--- config.mk ---
export PLATFORM = sky130hd
export DESIGN_NAME = multicycle_core
export DESIGN_NICKNAME = d
export VERILOG_FILES = /design/src/rtl/multicycle_pkg.sv /design/src/rtl/multicycle_core_alu.sv /design/src/rtl/multicycle_core.sv
export SDC_FILE = /design/constraint.sdc
export NUM_CORES = 2
export LEC_CHECK = 0
export CORE_UTILIZATION = 40
export DETAILED_ROUTE_END_ITERATION = 8
export SYNTH_ARGS = -nofsm -noshare
export SYNTH_HDL_FRONTEND = slang
export SYNTH_SLANG_ARGS = --single-unit
--- constraint.sdc ---
create_clock -name clk -period 49.4 [get_ports clk]
set_clock_uncertainty 0.2 [all_clocks]
set_input_delay 9.88 -clock clk [delete_from_list [all_inputs] [get_ports clk]]
set_output_delay 9.88 -clock clk [all_outputs]
set_load 0.02 [all_outputs]
--- src/rtl/multicycle_pkg.sv ---
// Shared types and encodings for the multicycle MIPS-subset core.
// Holds the FSM states, the ALU operations and the opcode/funct values.
package multicycle_pkg;

    typedef enum logic [3:0] {
        S_FETCH,
        S_DECODE,
        S_MEMADR,
        S_MEMRD,
        S_MEMWB,
        S_MEMWR,
        S_EXEC,
        S_RWB,
        S_ADDI,
        S_IWB,
        S_BRANCH,
        S_JUMP,
        S_HALT
    } state_t;

    typedef enum logic [2:0] {
        ALU_ADD,
        ALU_SUB,
        ALU_AND,
        ALU_OR,
        ALU_NOR,
        ALU_SLT
    } alu_op_t;

    localparam logic [5:0] OP_RTYPE = 6'h00;
    localparam logic [5:0] OP_LW    = 6'h23;
    localparam logic [5:0] OP_SW    = 6'h2B;
    localparam logic [5:0] OP_BEQ   = 6'h04;
    localparam logic [5:0] OP_ADDI  = 6'h08;
    localparam logic [5:0] OP_J     = 6'h02;

    localparam logic [5:0] FN_ADD = 6'h20;
    localparam logic [5:0] FN_SUB = 6'h22;
    localparam logic [5:0] FN_AND = 6'h24;
    localparam logic [5:0] FN_OR  = 6'h25;
    localparam logic [5:0] FN_NOR = 6'h27;
    localparam logic [5:0] FN_SLT = 6'h2A;

    function automatic logic funct_valid(input logic [5:0] fn);
        return (fn == FN_ADD) || (fn == FN_SUB) || (fn == FN_AND) ||
               (fn == FN_OR)  || (fn == FN_NOR) || (fn == FN_SLT);
    endfunction

    function automatic alu_op_t funct_alu_op(input logic [5:0] fn);
        alu_op_t op;
        case (fn)
            FN_SUB:  op = ALU_SUB;
            FN_AND:  op = ALU_AND;
            FN_OR:   op = ALU_OR;
            FN_NOR:  op = ALU_NOR;
            FN_SLT:  op = ALU_SLT;
            default: op = ALU_ADD;
        endcase
        return op;
    endfunction

endpackage

--- src/rtl/multicycle_core_alu.sv ---
// Combinational ALU for the multicycle core; zero flag feeds the beq decision.
module mc_alu
    import multicycle_pkg::*;
#(
    parameter int DATA_W = 32
) (
    input  logic [DATA_W-1:0] a,
    input  logic [DATA_W-1:0] b,
    input  alu_op_t           op,
    output logic [DATA_W-1:0] y,
    output logic              zero
);

    always_comb begin
        y = '0;
        case (op)
            ALU_ADD: y = a + b;
            ALU_SUB: y = a - b;
            ALU_AND: y = a & b;
            ALU_OR:  y = a | b;
            ALU_NOR: y = ~(a | b);
            ALU_SLT: y = DATA_W'($signed(a) < $signed(b));
            default: y = '0;
        endcase
        zero = (y == '0);
    end

endmodule

--- src/rtl/multicycle_core.sv ---
// Multicycle MIPS-subset CPU: control FSM, register file and PC logic around mc_alu,
// talking to a single-port word-addressed memory through a req/ready handshake.
module multicycle_core
    import multicycle_pkg::*;
#(
    parameter int DATA_W   = 32,
    parameter int ADDR_W   = 8,
    parameter int NREGS    = 32,
    parameter int PC_START = 100,
    parameter int PC_END   = 114
) (
    input  logic              clk,
    input  logic              reset,
    output logic              mem_req,
    output logic              mem_we,
    output logic [ADDR_W-1:0] mem_addr,
    output logic [DATA_W-1:0] mem_wdata,
    input  logic [DATA_W-1:0] mem_rdata,
    input  logic              mem_ready,
    output logic              halted,
    output logic              illegal,
    output logic [ADDR_W-1:0] pc_dbg
);

    localparam int RIDX_W = (NREGS > 1) ? $clog2(NREGS) : 1;

    state_t            state_q, state_d;
    logic [ADDR_W-1:0] pc_q;
    logic [DATA_W-1:0] ir_q, a_q, b_q, mdr_q, alu_out_q;
    logic              illegal_q;

    logic [5:0]        op, funct;
    logic [RIDX_W-1:0] rs, rt, rd;
    logic [DATA_W-1:0] imm, pc_ext;
    logic              fetch_ok, req_c;

    logic [DATA_W-1:0] alu_a, alu_b, alu_y;
    alu_op_t           alu_op;
    logic              alu_zero;

    logic              rf_we;
    logic [RIDX_W-1:0] rf_waddr;
    logic [DATA_W-1:0] rf_wdata;
    logic [DATA_W-1:0] rf_rd [NREGS];

    assign op       = ir_q[31:26];
    assign funct    = ir_q[5:0];
    assign rs       = ir_q[21 +: RIDX_W];
    assign rt       = ir_q[16 +: RIDX_W];
    assign rd       = ir_q[11 +: RIDX_W];
    assign imm      = DATA_W'($signed(ir_q[15:0]));
    assign pc_ext   = DATA_W'(pc_q);
    assign fetch_ok = (int'(pc_q) <= PC_END);

    // Entry 0 is a hard zero, so r0 reads 0 and writes to it simply vanish.
    generate
        for (genvar gi = 0; gi < NREGS; gi++) begin : g_rf
            if (gi == 0) begin : g_zero
                assign rf_rd[gi] = '0;
            end else begin : g_reg
                logic [DATA_W-1:0] r_q;
                always_ff @(posedge clk or posedge reset) begin
                    if (reset)
                        r_q <= '0;
                    else if (rf_we && rf_waddr == RIDX_W'(gi))
                        r_q <= rf_wdata;
                end
                assign rf_rd[gi] = r_q;
            end
        end
    endgenerate

    mc_alu #(.DATA_W(DATA_W)) u_alu (
        .a    (alu_a),
        .b    (alu_b),
        .op   (alu_op),
        .y    (alu_y),
        .zero (alu_zero)
    );

    always_ff @(posedge clk or posedge reset) begin
        if (reset)
            state_q <= S_FETCH;
        else
            state_q <= state_d;
    end

    always_comb begin
        state_d  = state_q;
        req_c    = 1'b0;
        mem_we   = 1'b0;
        mem_addr = alu_out_q[ADDR_W-1:0];
        alu_a    = a_q;
        alu_b    = b_q;
        alu_op   = ALU_ADD;
        rf_we    = 1'b0;
        rf_waddr = rt;
        rf_wdata = alu_out_q;
        case (state_q)
            S_FETCH: begin
                mem_addr = pc_q;
                if (fetch_ok) begin
                    req_c = 1'b1;
                    if (mem_ready) state_d = S_DECODE;
                end else begin
                    state_d = S_HALT;
                end
            end
            S_DECODE: begin
                alu_a = pc_ext;
                alu_b = imm;
                case (op)
                    OP_RTYPE:     state_d = funct_valid(funct) ? S_EXEC : S_HALT;
                    OP_LW, OP_SW: state_d = S_MEMADR;
                    OP_BEQ:       state_d = S_BRANCH;
                    OP_ADDI:      state_d = S_ADDI;
                    OP_J:         state_d = S_JUMP;
                    default:      state_d = S_HALT;
                endcase
            end
            S_MEMADR: begin
                alu_b   = imm;
                state_d = (op == OP_LW) ? S_MEMRD : S_MEMWR;
            end
            S_MEMRD: begin
                req_c = 1'b1;
                if (mem_ready) state_d = S_MEMWB;
            end
            S_MEMWB: begin
                rf_we    = 1'b1;
                rf_wdata = mdr_q;
                state_d  = S_FETCH;
            end
            S_MEMWR: begin
                req_c  = 1'b1;
                mem_we = 1'b1;
                if (mem_ready) state_d = S_FETCH;
            end
            S_EXEC: begin
                alu_op  = funct_alu_op(funct);
                state_d = S_RWB;
            end
            S_RWB: begin
                rf_we    = 1'b1;
                rf_waddr = rd;
                state_d  = S_FETCH;
            end
            S_ADDI: begin
                alu_b   = imm;
                state_d = S_IWB;
            end
            S_IWB: begin
                rf_we   = 1'b1;
                state_d = S_FETCH;
            end
            S_BRANCH: begin
                alu_op  = ALU_SUB;
                state_d = S_FETCH;
            end
            S_JUMP:  state_d = S_FETCH;
            S_HALT:  state_d = S_HALT;
            default: state_d = S_HALT;
        endcase
    end

    // Datapath registers; only the state that owns a register may change it.
    always_ff @(posedge clk or posedge reset) begin
        if (reset) begin
            pc_q      <= ADDR_W'(PC_START);
            ir_q      <= '0;
            a_q       <= '0;
            b_q       <= '0;
            mdr_q     <= '0;
            alu_out_q <= '0;
            illegal_q <= 1'b0;
        end else begin
            case (state_q)
                S_FETCH: begin
                    if (fetch_ok && mem_ready) begin
                        ir_q <= mem_rdata;
                        pc_q <= pc_q + 1'b1;
                    end
                end
                S_DECODE: begin
                    a_q       <= rf_rd[rs];
                    b_q       <= rf_rd[rt];
                    alu_out_q <= alu_y;
                    if (state_d == S_HALT) illegal_q <= 1'b1;
                end
                S_MEMADR, S_EXEC, S_ADDI: alu_out_q <= alu_y;
                S_MEMRD:  if (mem_ready) mdr_q <= mem_rdata;
                S_BRANCH: if (alu_zero) pc_q <= alu_out_q[ADDR_W-1:0];
                S_JUMP:   pc_q <= ir_q[ADDR_W-1:0];
                default:  ;
            endcase
        end
    end

    // Async reset must drop an in-flight request immediately, even though FETCH is the reset state.
    assign mem_req   = req_c & ~reset;
    assign mem_wdata = b_q;
    assign halted    = (state_q == S_HALT);
    assign illegal   = illegal_q;
    assign pc_dbg    = pc_q;

endmodule

==> key figures <==
Detailed routing
  – Initial DRC count: 5,398
  – Wire per inst: 27.2 µm
  – DR vias/cell: 6.13
  – Post-Route WL: 214,000 µm
  – Drt drc: 0
  – Antenna Nets Post-Route: 0
  – Total number of vias: 48,311
  – Drt first pass iters: 8

STA
  – Fin crit period: 21.38 ns
  – Slew Limit Fails: 0
  – Fmax: 0.0468 GHz
  – Setup TNS: 0 ns
  – Worst slew margin: 9.26%
  – Fin Hold WS: 0.282 ns
  – RSZ-0062 raised after global routing: false
  – Slew @ Worst Pin: 1.32 ns
  – Final Cycle Share: 43.3%
  – Finish-stage setup viols: 0
  – Hold Fails Final Rpt: 0
  – Setup WS post-layout: 28.02 ns

Layout
  – Nets@finish: 5,851
  – Fillcell total: 14,575
  – Post-layout util: 44.8%
  – Most common cell after layout, fill and taps aside: dfrtp_1
  – Area Overhead vs Synth: 10.9%
  – Layout cells sized above 1: 19.4%
  – Most frequent cells in the layout: 1,153 x dfrtp_1, 1,071 x a21oi_1, 1,052 x nor2_1

Worst setup path
  – CP max stage delay: 0.65 ns
  – CP most frequent cell: clkdlybuf4s50_1
  – Reg2reg path depth: 20
  – WP data required: 39.32 ns
  – Crit-path max FO: 2
  – Critical Setup Path Class: primary input to output port
  – Top delay family on crit path: buffers and inverters
  – Worst-path cell chain: clkdlybuf4s50_1 > a211oi_1 > clkdlybuf4s50_1
  – Crit path depth: 3
  – Slowest CP cell: clkdlybuf4s50_1
  – Worst EP arrival: 11.30 ns
  – CP Buf/Inv Count: 2
  – Crit path capture type: output port
  – CP Launch Type: primary input

GRT
  – Largest net degree at the start of global routing: 149
  – Met2 Use GR: 41.3%
  – First-pass GRT wire length: 318,000 µm
  – Initial antenna violation count: 6
  – Global-route met1 utilization: 36.5%
  – Met3 Resource Use GR: 3.99%
  – Remaining global-route overflow: 0
  – Vias in the first global route: 47,219
  – GR peak layer: met2
  – Total GRT Usage: 26.5%

Clocking
  – Clk_lat worst skew: 0.79 ns
  – H-tree depth: 3
  – Clk buf depth: 3
  – CTS tree: yes
  – Gates resized, CTS repair: 0
  – Worst-path clk slew: 0.07 ns
  – Clock sink total: 1,165
  – CTS buffer count: 121
  – Post-CTS Setup Repair Bufs: 0
  – CTS Hold Bufs: 0
  – CTS Root Cell: clkbuf_16

Logic synthesis
  – Cell variety after synth: 98
  – Most used DFF post-synth: dfrtp_1
  – Area contributors post-synth: dfrtp_1 45%, mux4_2 20%, a21oi_1 8.4%
  – Synth Register Bits: 1,165
  – Syn Nets: 6,068
  – Yosys Warn Count: 0
  – Area of the mapped netlist: 64,000 µm²
  – Seq/Total Area, Yosys: 45.5%
  – Cell taking the most area after synthesis: dfrtp_1
  – Mean Syn Cell Area: 10.8 µm²
  – Cells after Synth: 5,926
  – Fraction of registers with async set/reset: 100%
  – Post-synth EDFFs: 0
  – Top-area cell type share of the netlist area: 45.4%

Place
  – Port bufs: 86
  – Final Wtd Congestion: 0.986
  – Dpl ws: 28.02 ns
  – Final HPWL DP: 130,000 µm

Power and ir drop
  – Pwr per Cell Area: 81.9 nW/µm²
  – Leak pwr: 30.2 nW
  – VDD IR-drop max: 0.0557 mV
  – Total power: 5.81 mW

Die
  – Die area: 162,000 µm²
  – Initial Util: 40.4%
  – Die H: 402 µm
  – Core ar.: 159,000 µm²
  – Die W: 402 µm
  – # IOs: 87
  – Row cnt: 146

Hold path
  – Hold WC Path Type: flip-flop to flip-flop
  – WHS Path Cells: 2

Flow run
  – Max_cap viols: 0

Outcome
  – Outcome: complete, no violations
[per-stage QoR]
| stage | std cells | area, µm² |
|---|---|---|
| global route | 7879 | 71000 |
| global placement | 7658 | 66900 |
| floorplan | 5926 | 64000 |
| CTS | 7879 | 71000 |
| finish | 7881 | 71000 |
| detailed placement | 7658 | 66900 |
[cells by family (layout without fill, tap and decap cells)]
kind of cell | Yosys count | in the layout | synth area share, %
xor+xnor | 39 | 39 | 0.534
simple gates | 1584 | 1584 | 10.1
fa+ha+maj | 107 | 107 | 2.11
compound gates | 1552 | 1552 | 13.5
other cells | 0 | 2 | 0
mux | 817 | 817 | 24.2
buf+inv | 662 | 543 | 3.98
flops | 1165 | 1165 | 45.5
[final timing paths]
kind	slack [ns]	start	to
hold / removal	0.28	a_q[4]$_DFFE_PP0P_	a_q[4]$_DFFE_PP0P_
setup / recovery	28.02	reset	mem_req
max in group asynchronous	34.77	reset	g_rf[13].g_reg.r_q[17]$_DFFE_PP0P_
hold reg to reg	0.28	a_q[4]$_DFFE_PP0P_	a_q[4]$_DFFE_PP0P_
setup reg to reg	41.95	state_q[1]$_DFF_PP0_	pc_dbg[7]$_DFFE_PP0P_
min in group asynchronous	9.52	reset	mdr_q[4]$_DFFE_PP0P_
[routing by layer]
metal,vias up,share of wire [%]
li1,21010,-
met1,24771,41
met2,2075,46
met3,449,7.9
met4,6,5.0
met5,-,0.021
[state kept, by name, summed over array words and instances, names as in the netlist]
| name | cells |
|---|---|
| mem_wdata | 32 |
| g_rf.g_reg.r_q | 992 |
| a_q | 32 |
| alu_out_q | 32 |
| illegal | 1 |
| pc_dbg | 8 |
| ir_q | 32 |
| mdr_q | 32 |
| state_q | 4 |
[cell usage after synthesis (6+ instances only)]
library cell	count
dfrtp_1	1162
nor2_1	1076
a21oi_1	1071
mux4_2	576
clkbuf_1	445
nand2_1	332
o21ai_0	218
mux2i_1	140
inv_1	108
ha_1	105
mux2_2	101
buf_1	76
a22o_1	35
xnor2_1	35
nor3_1	28
a22oi_1	25
o31ai_1	21
nor2b_1	20
buf_2	19
nor4_1	19
nand2b_1	18
nand4_1	17
o22ai_1	15
a211oi_1	14
a31oi_1	14
nand3_1	14
a21o_1	13
and2_1	12
o211ai_1	12
and3_1	10
buf_4	10
a221oi_1	8
o21bai_1	8
o21a_1	6
o21ai_1	6
o22a_1	6
[area by class of cell]
class                      instances  area (µm²)  area share, %
antenna                            2        5.00        0.00705
clock buffer                     172        3490           4.92
clock inverter                    49         636          0.895
inverter                         111         429          0.604
multi-input combinational       4099       32800           46.2
sequential                      1165       29200           41.1
tap                             2072        2590           3.65
timing repair buffer             211        1850           2.60
[worst reg2reg max path, stage by stage, from the launching register on]
cell,delay (ns)
dfrtp_1,0.57
nor2b_1,0.32
o311ai_4,0.30
buf_4,0.51
inv_1,0.48
nand2_1,0.17
nand2_1,0.13
ha_1,0.28
fa_1,0.47
a21o_1,0.25
a221oi_2,0.65
nor4_4,0.11
o31ai_2,0.59
o21a_1,0.28
xnor2_1,0.11
a211oi_2,0.51
nand4b_1,0.18
nor4_2,0.34
nand4_2,0.41
a21oi_2,0.33
o221a_2,0.21
[where the power goes]
group	internal, mW	switching, mW	total (mW)	leakage, nW
Clock	0.549	0.406	0.956	2.02
Sequential	1.37	0.390	1.76	15.1
Combinational	1.35	1.75	3.10	13.0
Total	3.27	2.55	5.81	30.2
Power figures use the tool's default switching activity.
